## src/rtl/mips_mem_pkg.sv

```systemverilog
// Shared types and constants for the unified-memory port arbiter of the multi-cycle MIPS core.
package mips_mem_pkg;

    typedef enum logic [1:0] {
        IDLE   = 2'd0,
        ACCESS = 2'd1,
        RESP   = 2'd2
    } arb_state_t;

    localparam logic OWNER_CPU = 1'b0;
    localparam logic OWNER_LDR = 1'b1;

    localparam int DEF_AW = 8;
    localparam int DEF_DW = 32;

endpackage

```

## src/rtl/mem_port_arbiter_if.sv

```systemverilog
// Bundle of the CPU, loader and memory-side signals around the memory port arbiter.
interface mem_port_arbiter_if
    import mips_mem_pkg::*;
#(
    parameter int AW = DEF_AW,
    parameter int DW = DEF_DW
);
    logic          cpu_req;
    logic          cpu_we;
    logic [AW-1:0] cpu_addr;
    logic [DW-1:0] cpu_wdata;
    logic          cpu_ack;
    logic [DW-1:0] cpu_rdata;
    logic          cpu_stall;

    logic          ldr_req;
    logic          ldr_we;
    logic [AW-1:0] ldr_addr;
    logic [DW-1:0] ldr_wdata;
    logic          ldr_ack;
    logic [DW-1:0] ldr_rdata;

    logic          mem_en;
    logic          mem_we;
    logic [AW-1:0] mem_addr;
    logic [DW-1:0] mem_wdata;
    logic [DW-1:0] mem_rdata;

    logic          owner;

    // Arbiter side.
    modport slave (
        input  cpu_req, cpu_we, cpu_addr, cpu_wdata,
        input  ldr_req, ldr_we, ldr_addr, ldr_wdata,
        input  mem_rdata,
        output cpu_ack, cpu_rdata, cpu_stall,
        output ldr_ack, ldr_rdata,
        output mem_en, mem_we, mem_addr, mem_wdata,
        output owner
    );

    // Requester / memory side.
    modport master (
        output cpu_req, cpu_we, cpu_addr, cpu_wdata,
        output ldr_req, ldr_we, ldr_addr, ldr_wdata,
        output mem_rdata,
        input  cpu_ack, cpu_rdata, cpu_stall,
        input  ldr_ack, ldr_rdata,
        input  mem_en, mem_we, mem_addr, mem_wdata,
        input  owner
    );

endinterface

```

## src/rtl/rr_pick2.sv

```systemverilog
// Combinational 2-way request picker: round-robin on ties, or loader-first when
// ARB_LDR_PRIORITY_EN is defined. req[0]/gnt[0] = CPU, req[1]/gnt[1] = loader.
module rr_pick2
    import mips_mem_pkg::*;
(
    input  logic [1:0] req,
    input  logic       last_gnt,
    output logic [1:0] gnt
);

    always_comb begin
        gnt = req;
        if (&req) begin
`ifdef ARB_LDR_PRIORITY_EN
            gnt = 2'b10;
`else
            gnt = (last_gnt == OWNER_LDR) ? 2'b01 : 2'b10;
`endif
        end
    end

endmodule

```

## src/rtl/mem_port_arbiter.sv

```systemverilog
// Arbitrates the CPU and loader onto the single unified memory with a fixed MEM_LAT access.
// Optional build macro: ARB_LDR_PRIORITY_EN (loader wins ties; handled in rr_pick2).
module mem_port_arbiter
    import mips_mem_pkg::*;
#(
    parameter int AW      = DEF_AW,
    parameter int DW      = DEF_DW,
    parameter int MEM_LAT = 2
) (
    input  logic              clk,
    input  logic              in_reset,
    mem_port_arbiter_if.slave bus
);

    localparam logic [3:0] LAST_CNT = 4'(MEM_LAT - 1);

    arb_state_t    state_q, state_d;
    logic [3:0]    cnt_q, cnt_d;
    logic          last_gnt_q, last_gnt_d;
    logic          mem_we_q, mem_we_d;
    logic [AW-1:0] mem_addr_q, mem_addr_d;
    logic [DW-1:0] mem_wdata_q, mem_wdata_d;
    logic [DW-1:0] cpu_rdata_q, cpu_rdata_d;
    logic [DW-1:0] ldr_rdata_q, ldr_rdata_d;
    logic [1:0]    gnt;
    logic          cpu_ack;
    logic          ldr_ack;

    rr_pick2 u_pick (
        .req      ({bus.ldr_req, bus.cpu_req}),
        .last_gnt (last_gnt_q),
        .gnt      (gnt)
    );

    always_comb begin
        state_d     = state_q;
        cnt_d       = cnt_q;
        last_gnt_d  = last_gnt_q;
        mem_we_d    = mem_we_q;
        mem_addr_d  = mem_addr_q;
        mem_wdata_d = mem_wdata_q;
        cpu_rdata_d = cpu_rdata_q;
        ldr_rdata_d = ldr_rdata_q;
        case (state_q)
            IDLE: begin
                if (|gnt) begin
                    last_gnt_d  = gnt[1] ? OWNER_LDR : OWNER_CPU;
                    mem_we_d    = gnt[1] ? bus.ldr_we    : bus.cpu_we;
                    mem_addr_d  = gnt[1] ? bus.ldr_addr  : bus.cpu_addr;
                    mem_wdata_d = gnt[1] ? bus.ldr_wdata : bus.cpu_wdata;
                    cnt_d       = 4'd0;
                    state_d     = ACCESS;
                end
            end
            ACCESS: begin
                cnt_d = cnt_q + 4'd1;
                if (cnt_q == LAST_CNT) begin
                    state_d = RESP;
                    // Writes leave the requester's read-data register untouched.
                    if (!mem_we_q) begin
                        if (last_gnt_q == OWNER_LDR) ldr_rdata_d = bus.mem_rdata;
                        else                         cpu_rdata_d = bus.mem_rdata;
                    end
                end
            end
            RESP:    state_d = IDLE;
            default: state_d = IDLE;
        endcase
    end

    always_ff @(posedge clk or posedge in_reset) begin
        if (in_reset) begin
            state_q     <= IDLE;
            cnt_q       <= 4'd0;
            last_gnt_q  <= OWNER_LDR;
            mem_we_q    <= 1'b0;
            mem_addr_q  <= '0;
            mem_wdata_q <= '0;
            cpu_rdata_q <= '0;
            ldr_rdata_q <= '0;
        end else begin
            state_q     <= state_d;
            cnt_q       <= cnt_d;
            last_gnt_q  <= last_gnt_d;
            mem_we_q    <= mem_we_d;
            mem_addr_q  <= mem_addr_d;
            mem_wdata_q <= mem_wdata_d;
            cpu_rdata_q <= cpu_rdata_d;
            ldr_rdata_q <= ldr_rdata_d;
        end
    end

    // Decoded straight from state flops so reset drops mem_en and the acks at once.
    assign cpu_ack       = (state_q == RESP) && (last_gnt_q == OWNER_CPU);
    assign ldr_ack       = (state_q == RESP) && (last_gnt_q == OWNER_LDR);
    assign bus.cpu_ack   = cpu_ack;
    assign bus.ldr_ack   = ldr_ack;
    assign bus.cpu_stall = bus.cpu_req & ~cpu_ack;
    assign bus.cpu_rdata = cpu_rdata_q;
    assign bus.ldr_rdata = ldr_rdata_q;
    assign bus.mem_en    = (state_q == ACCESS);
    assign bus.mem_we    = (state_q == ACCESS) & mem_we_q;
    assign bus.mem_addr  = mem_addr_q;
    assign bus.mem_wdata = mem_wdata_q;
    assign bus.owner     = last_gnt_q;

endmodule

```

## src/flat_wrapper.sv

```systemverilog
// flat-port wrapper written by rule: the top's interface ports become plain ports
module mem_port_arbiter_flat import mips_mem_pkg::*;
#(
    parameter int AW      = DEF_AW,
    parameter int DW      = DEF_DW,
    parameter int MEM_LAT = 2
)
  (clk, in_reset, bus_cpu_req, bus_cpu_we, bus_cpu_addr, bus_cpu_wdata, bus_ldr_req, bus_ldr_we, bus_ldr_addr, bus_ldr_wdata, bus_mem_rdata, bus_cpu_ack, bus_cpu_rdata, bus_cpu_stall, bus_ldr_ack, bus_ldr_rdata, bus_mem_en, bus_mem_we, bus_mem_addr, bus_mem_wdata, bus_owner);
  mem_port_arbiter_if #(.AW(AW), .DW(DW)) bus_i ();
  input  logic clk;
  input  logic in_reset;
  input wire logic [$bits(bus_i.cpu_req)-1:0] bus_cpu_req;
  input wire logic [$bits(bus_i.cpu_we)-1:0] bus_cpu_we;
  input wire logic [$bits(bus_i.cpu_addr)-1:0] bus_cpu_addr;
  input wire logic [$bits(bus_i.cpu_wdata)-1:0] bus_cpu_wdata;
  input wire logic [$bits(bus_i.ldr_req)-1:0] bus_ldr_req;
  input wire logic [$bits(bus_i.ldr_we)-1:0] bus_ldr_we;
  input wire logic [$bits(bus_i.ldr_addr)-1:0] bus_ldr_addr;
  input wire logic [$bits(bus_i.ldr_wdata)-1:0] bus_ldr_wdata;
  input wire logic [$bits(bus_i.mem_rdata)-1:0] bus_mem_rdata;
  output wire logic [$bits(bus_i.cpu_ack)-1:0] bus_cpu_ack;
  output wire logic [$bits(bus_i.cpu_rdata)-1:0] bus_cpu_rdata;
  output wire logic [$bits(bus_i.cpu_stall)-1:0] bus_cpu_stall;
  output wire logic [$bits(bus_i.ldr_ack)-1:0] bus_ldr_ack;
  output wire logic [$bits(bus_i.ldr_rdata)-1:0] bus_ldr_rdata;
  output wire logic [$bits(bus_i.mem_en)-1:0] bus_mem_en;
  output wire logic [$bits(bus_i.mem_we)-1:0] bus_mem_we;
  output wire logic [$bits(bus_i.mem_addr)-1:0] bus_mem_addr;
  output wire logic [$bits(bus_i.mem_wdata)-1:0] bus_mem_wdata;
  output wire logic [$bits(bus_i.owner)-1:0] bus_owner;
  assign bus_i.cpu_req = bus_cpu_req;
  assign bus_i.cpu_we = bus_cpu_we;
  assign bus_i.cpu_addr = bus_cpu_addr;
  assign bus_i.cpu_wdata = bus_cpu_wdata;
  assign bus_i.ldr_req = bus_ldr_req;
  assign bus_i.ldr_we = bus_ldr_we;
  assign bus_i.ldr_addr = bus_ldr_addr;
  assign bus_i.ldr_wdata = bus_ldr_wdata;
  assign bus_i.mem_rdata = bus_mem_rdata;
  assign bus_cpu_ack = bus_i.cpu_ack;
  assign bus_cpu_rdata = bus_i.cpu_rdata;
  assign bus_cpu_stall = bus_i.cpu_stall;
  assign bus_ldr_ack = bus_i.ldr_ack;
  assign bus_ldr_rdata = bus_i.ldr_rdata;
  assign bus_mem_en = bus_i.mem_en;
  assign bus_mem_we = bus_i.mem_we;
  assign bus_mem_addr = bus_i.mem_addr;
  assign bus_mem_wdata = bus_i.mem_wdata;
  assign bus_owner = bus_i.owner;
  mem_port_arbiter #(.AW(AW), .DW(DW), .MEM_LAT(MEM_LAT)) u_core (.clk(clk), .in_reset(in_reset), .bus(bus_i));
endmodule
```

## config.mk

```make
export PLATFORM = sky130hd
export DESIGN_NAME = mem_port_arbiter_flat
export DESIGN_NICKNAME = d
export VERILOG_FILES = /design/src/rtl/mips_mem_pkg.sv /design/src/rtl/mem_port_arbiter_if.sv /design/src/rtl/rr_pick2.sv /design/src/rtl/mem_port_arbiter.sv /design/src/flat_wrapper.sv
export SDC_FILE = /design/constraint.sdc
export NUM_CORES = 1
export LEC_CHECK = 0
export CORE_ASPECT_RATIO = 0.9
export CORE_UTILIZATION = 43
export CTS_CLUSTER_SIZE = 25
export DETAILED_ROUTE_END_ITERATION = 12
export PLACE_DENSITY_LB_ADDON = 0.05
export SYNTH_ARGS = -nofsm -noshare
export SYNTH_HDL_FRONTEND = slang
export SYNTH_SLANG_ARGS = --single-unit
```

## constraint.sdc

```tcl
create_clock -name clk -period 4.4 [get_ports clk]
set_input_delay 0.66 -clock clk [delete_from_list [all_inputs] [get_ports clk]]
set_output_delay 0.66 -clock clk [all_outputs]
set_load 0.005 [all_outputs]
```

==> impl_results.md, run 1 <==
- Status: complete, no violations
- Post-cts resize count: 0
- First-pass GRT wire length: 18.2 mm
- Hold_buf cts: 0
- Max Cap Violations: 0
- Pwr dens: 673 mW/mm2
- DRT antenna net count: 0
- Avg Synthesized Cell Area: 17.4 um2
- Largest net degree at the start of global routing: 63
- Total gr overflow: 0
- First-pass iteration count of the detailed router: 4
- Final period util: 0.577
- Min-Delay Path Class: flop to flop
- Placed inst area: 0.00764 mm2
- Die width: 119 um
- DIE AREA: 0.0128 mm2
- WS Path Type: flop to output port
- WL final: 11.4 mm
- TNS Setup: 0 ps
- Crit end category: output port
- Total number of vias: 3,307
- Postcts setup bufs: 0
- # fillers: 880
- Synthesized net count: 425
- Clock skew: 5.32 ps
- CTS tree: built
- RSZ-0062 raised after global routing: no
- Final Hold Viols: 0
- Mapped cell area: 0.00529 mm2
- Ant diodes: 0
- PortBufs: 227
- Final net count: 652
- Inst Count DP: 681
- Vias per inst: 4.74
- Core Region: 0.0120 mm2
- Sink Count: 112
- Worst EP required: 3740 ps
- Flops & latches, synth: 112
- Syn-to-layout area delta: 50.6%
- Die height: 107 um
- Drt initial violations: 126
- CTS root buf: clkbuf_16
- Non-Filler Instances: 697
- TritonCTS Buffers: 9
- Final setup viols: 0
- Leak Pwr: 3.58 nW
- FP Rows: 38
- Starting Density: 0.440
- Routed len/inst: 16.4 um
- CTS max path bufs: 2
- Antenna violations before repair: 0
- Dpl hpwl: 8.35 mm
- Commonest non-fill, non-tap cell in the layout: clkdlybuf4s50_1
- Post-Place Worst Slack: 1580 ps
- RePlAce Congestion: 0.736
- CTS clk-pin slew, worst paths: 70 ps
- Setup slack after layout: 1860 ps
- Worst rel slew slack: 0.421
- Ratio of cells with drive above 1 in the final layout: 0.320
- Period minus WS final: 2540 ps
- Worst EP arrival: 1880 ps
- Final Instance Area: 0.00797 mm2
- F_max: 0.394 GHz
- Clock latency on the worst-skew pair: 340 ps
- Vias in the first global route: 3,403
- Sequential-to-total area share from yosys stat: 0.530
- Unique cell type count in the Yosys netlist: 32
- I/O Pins: 228
- Hold_ws: 496 ps
- Tot GR Track Use: 0.186
- Worst-path fanout max: 6
- YS warnings: 0
- DRC viols: 0
- Maximum VDD drop: 0.000298 V
- CTS H-Tree Depth: 3
- Worst Setup Start Kind: flop
- Pins Over Slew Limit: 0
- Cell count after synthesis: 305
- Most frequent cells in the layout: 227 x clkdlybuf4s50_1, 111 x dfrtp_1, 104 x mux2_4
- Worst-margin pin slew: 866 ps
[synthesized netlist by cell type]
master / instances / area (um2)
buf_8: 3 / 45.0
ha_1: 2 / 25.0
o22ai_1: 1 / 6.26
buf_6: 10 / 113
nand3_4: 1 / 17.5
nand4_1: 1 / 6.26
and2_1: 2 / 12.5
mux2i_1: 2 / 20.0
a21bo_1: 1 / 10.0
nor2_1: 3 / 11.3
inv_1: 3 / 11.3
o31ai_1: 1 / 7.51
nand4b_4: 1 / 23.8
buf_12: 1 / 20.0
mux2_1: 1 / 11.3
buf_4: 1 / 7.51
nor3_4: 1 / 16.3
mux2_4: 104 / 1560
nor2b_1: 1 / 6.26
xor2_1: 1 / 8.76
nor3b_4: 1 / 18.8
nand2b_1: 1 / 6.26
nor3b_1: 2 / 15.0
o21bai_1: 1 / 7.51
nand2_1: 2 / 7.51
dfstp_2: 1 / 26.3
dfrtp_1: 111 / 2780
nand2b_4: 1 / 13.8
nand3b_1: 1 / 7.51
inv_4: 1 / 6.26
mux2_2: 41 / 462
o21ai_0: 1 / 5.00
[cell families (layout without fill, tap and decap cells)]
group	Yosys count	after routing	synth area share
adder cells (fa/ha/maj)	2	2	0.00473
multiplexers	148	148	0.388
buffers and inverters	19	251	0.0383
XOR/XNOR	1	1	0.00165
AO/OA/AOI/OAI	5	5	0.00686
flip-flops	112	112	0.530
AND/OR/NAND/NOR	18	18	0.0307
[area by class of cell]
type / instances / area, um2 / share of cell area
clock buffer: 14 / 274 / 0.0344
clock inverter: 2 / 60.1 / 0.00753
inverter: 4 / 20.0 / 0.00251
sequential: 112 / 2800 / 0.352
tap: 160 / 200 / 0.0251
timing repair buffer: 231 / 2330 / 0.292
multi-input combinational: 174 / 2290 / 0.287
[worst max-delay path: stages, from the launching register on]
cell and delay, ps:
dfrtp_1 520, nor3b_1 430, clkdlybuf4s50_1 590
[where the power goes]
part	leakage, nW	switching, W	internal (W)
Sequential	1.31	0.000332	0.00157
Combinational	2.10	0.000744	0.00182
Clock	0.163	0.000348	0.000547
[metrics by stage]
stage | utilization | total power [W]
floorplan | - | 0.00318
global placement | 0.635 | 0.00445
detailed placement | 0.635 | 0.00450
CTS | 0.663 | 0.00542
global route | 0.663 | 0.00566
finish | 0.663 | 0.00536
[state kept, by name, indices dropped and copies added (netlist names)]
signal	count
u_core.bus.owner	1
u_core.bus.mem_wdata	32
u_core.bus.cpu_rdata	32
u_core.mem_we_q	1
u_core.state_q	2
u_core.bus.mem_addr	8
u_core.bus.ldr_rdata	32
u_core.cnt_q	4
[per-layer routing]
metal | global-route usage | share of wire
met5 | 0 | 0
met4 | 0.0741 | 0.017
met3 | 0.0604 | 0.084
met2 | 0.288 | 0.46
met1 | 0.242 | 0.44
[worst paths after layout]
check / start / to / slack [ps] / cells after the start
min in group asynchronous: in_reset / u_core.bus.mem_wdata[16]$_DFFE_PP0P_ / 810 / 2
worst min register to register: u_core.bus.cpu_rdata[24]$_DFFE_PP0P_ / u_core.bus.cpu_rdata[24]$_DFFE_PP0P_ / 500 / 1
worst max register to register: u_core.cnt_q[1]$_DFFE_PP0P_ / u_core.bus.ldr_rdata[26]$_DFFE_PP0P_ / 2050 / 5
worst max-delay path: u_core.state_q[1]$_DFFE_PP0P_ / bus_cpu_ack / 1860 / 2
worst min-delay path: u_core.bus.cpu_rdata[24]$_DFFE_PP0P_ / u_core.bus.cpu_rdata[24]$_DFFE_PP0P_ / 500 / 1
max in group asynchronous: in_reset / u_core.bus.owner$_DFFE_PP1P_ / 2730 / 3
(Power assumes the default switching activity.)
==> run 2: changes to the inputs <==
Clock period 4.4 ns to 2.4 ns, I/O delays scaled along.
==> run 2 against run 1 <==
  * Die area did not move
  * First-iteration DRC count decreased by 7.1%
  * Sequential power up 83%
  * Worst hold slack worse by 15 ps
  * Setup slack worse by 1700 ps
  * Flip-flop and latch count unchanged
  * Critical endpoint unchanged
  * Non-clock buffer count is 7 higher
  * Largest cell class unchanged
  * Combinational power is 85% higher
  * Via count rose by 1.4%
  * Core utilization increased by 0.52 points
==> impl_results.md, run 2 (synthesis results as in run 1) <==
- Status: complete, no violations
- CTS root buf: clkbuf_16
- Area of the multi-input gates: 0.00229 mm2
- Worst Setup Start Kind: flop
- Min-Delay Path Class: input port to asynchronous set/reset pin
- Drt initial violations: 117
- Dpl hpwl: 8.51 mm
- CTS tree: built
- I/O Pins: 228
- Vias per inst: 4.76
- Total number of vias: 3,354
- Sink Count: 112
- Worst-margin pin slew: 527 ps
- First-pass GRT wire length: 18.2 mm
- Ratio of cells with drive above 1 in the final layout: 0.333
- FF+latch area: 0.00280 mm2
- Vias in the first global route: 3,503
- CTS H-Tree Depth: 3
- Core Region: 0.0120 mm2
- WL final: 11.5 mm
- Die height: 107 um
- TritonCTS Buffers: 9
- WS Path Type: flop to output port
- Max Cap Violations: 0
- CTS clk-pin slew, worst paths: 70 ps
- Post-cts resize count: 0
- Crit end category: output port
- Clock latency on the worst-skew pair: 340 ps
- Worst-path fanout max: 6
- # fillers: 890
- Largest net degree at the start of global routing: 71
- Total gr overflow: 0
- Leak Pwr: 3.61 nW
- Routed len/inst: 16.3 um
- DIE AREA: 0.0128 mm2
- Most frequent cells in the layout: 227 x clkdlybuf4s50_1, 111 x dfrtp_1, 104 x mux2_4
- Final period util: 0.941
- RSZ-0062 raised after global routing: no
- F_max: 0.443 GHz
- Starting Density: 0.440
- Postcts setup bufs: 0
- Hold_buf cts: 0
- Pins Over Slew Limit: 0
- RePlAce Congestion: 0.739
- FP Rows: 38
- Final Hold Viols: 0
- Worst rel slew slack: 0.649
- Period minus WS final: 2260 ps
- DRT antenna net count: 0
- Ant diodes: 0
- Util after Layout: 0.668
- Final setup viols: 0
- Worst EP required: 2040 ps
- PortBufs: 227
- Die width: 119 um
- TNS Setup: 0 ps
- Syn-to-layout area delta: 51.8%
- CTS max path bufs: 2
- Clock skew: 3.40 ps
- Commonest non-fill, non-tap cell in the layout: clkdlybuf4s50_1
- First-pass iteration count of the detailed router: 4
- Antenna violations before repair: 0
- Tot GR Track Use: 0.189
- Worst EP arrival: 1900 ps
- Pwr dens: 1210 mW/mm2
- Maximum VDD drop: 0.000508 V
- DRC viols: 0
- Final net count: 659
-- run 2: cell types whose count changed in the layout (fill, tap and decap cells not counted), sizes merged --
cell,before,now
bufinv,2,1
clkinvlp,0,1
buf,4,11
clkbuf,14,10
inv,4,5
clkinv,0,3
-- run 2: routing by layer --
metal | global-route usage | part of all wire
met5 | 0 | 0
met1 | 0.225 | 0.41
met3 | 0.0853 | 0.084
met2 | 0.310 | 0.49
met4 | 0.0497 | 0.0089
-- run 2: critical path, stage by stage, from the launching register on --
cell and delay (ps):
dfrtp_1 490, nor3b_1 470, clkdlybuf4s50_1 590
-- run 2: metrics by stage --
step	setup slack [ps]	instances	area (um2)	power, W	hold slack [ps]
after floorplan	683	305	5300	0.00582	489
after global placement	338	688	7730	0.00822	475
after detailed placement	305	688	7730	0.00832	491
after CTS	92.8	704	8040	0.00990	495
after global routing	49.3	704	8040	0.0103	521
final	142	704	8040	0.00976	481
-- run 2: path summary, 6_finish.rpt --
check,from,end,slack [ps],depth (start not counted)
min,in_reset,u_core.bus.cpu_rdata[23]$_DFFE_PP0P_,480,3
max in group asynchronous,in_reset,u_core.bus.cpu_rdata[9]$_DFFE_PP0P_,1480,3
min in group clk,u_core.bus.cpu_rdata[24]$_DFFE_PP0P_,u_core.bus.cpu_rdata[24]$_DFFE_PP0P_,500,1
max,u_core.state_q[0]$_DFFE_PP0P_,bus_cpu_ack,140,2
min reg2reg,u_core.bus.cpu_rdata[24]$_DFFE_PP0P_,u_core.bus.cpu_rdata[24]$_DFFE_PP0P_,500,1
max reg2reg,u_core.cnt_q[1]$_DFFE_PP0P_,u_core.bus.ldr_rdata[0]$_DFFE_PP0P_,360,6
-- run 2: layout make-up --
class / instances / area share
clock inverter: 6 / 0.00825
sequential: 112 / 0.349
clock buffer: 10 / 0.0297
tap: 160 / 0.0249
multi-input combinational: 174 / 0.285
timing repair buffer: 238 / 0.301
inverter: 4 / 0.00265
-- run 2: report_power, final --
part           total (W)  switching (W)  internal (W)
combinational    0.00476        0.00137       0.00339
sequential       0.00348       0.000607       0.00287
clock            0.00152       0.000673      0.000844
total            0.00976        0.00265       0.00711
==> run 3: changes to the inputs <==
Settings changed: ABC_CLOCK_PERIOD_IN_PS set to 2400.
==> results of run 3 <==
Same layout as run 2: the final DEF is identical, and so are final timing and power.
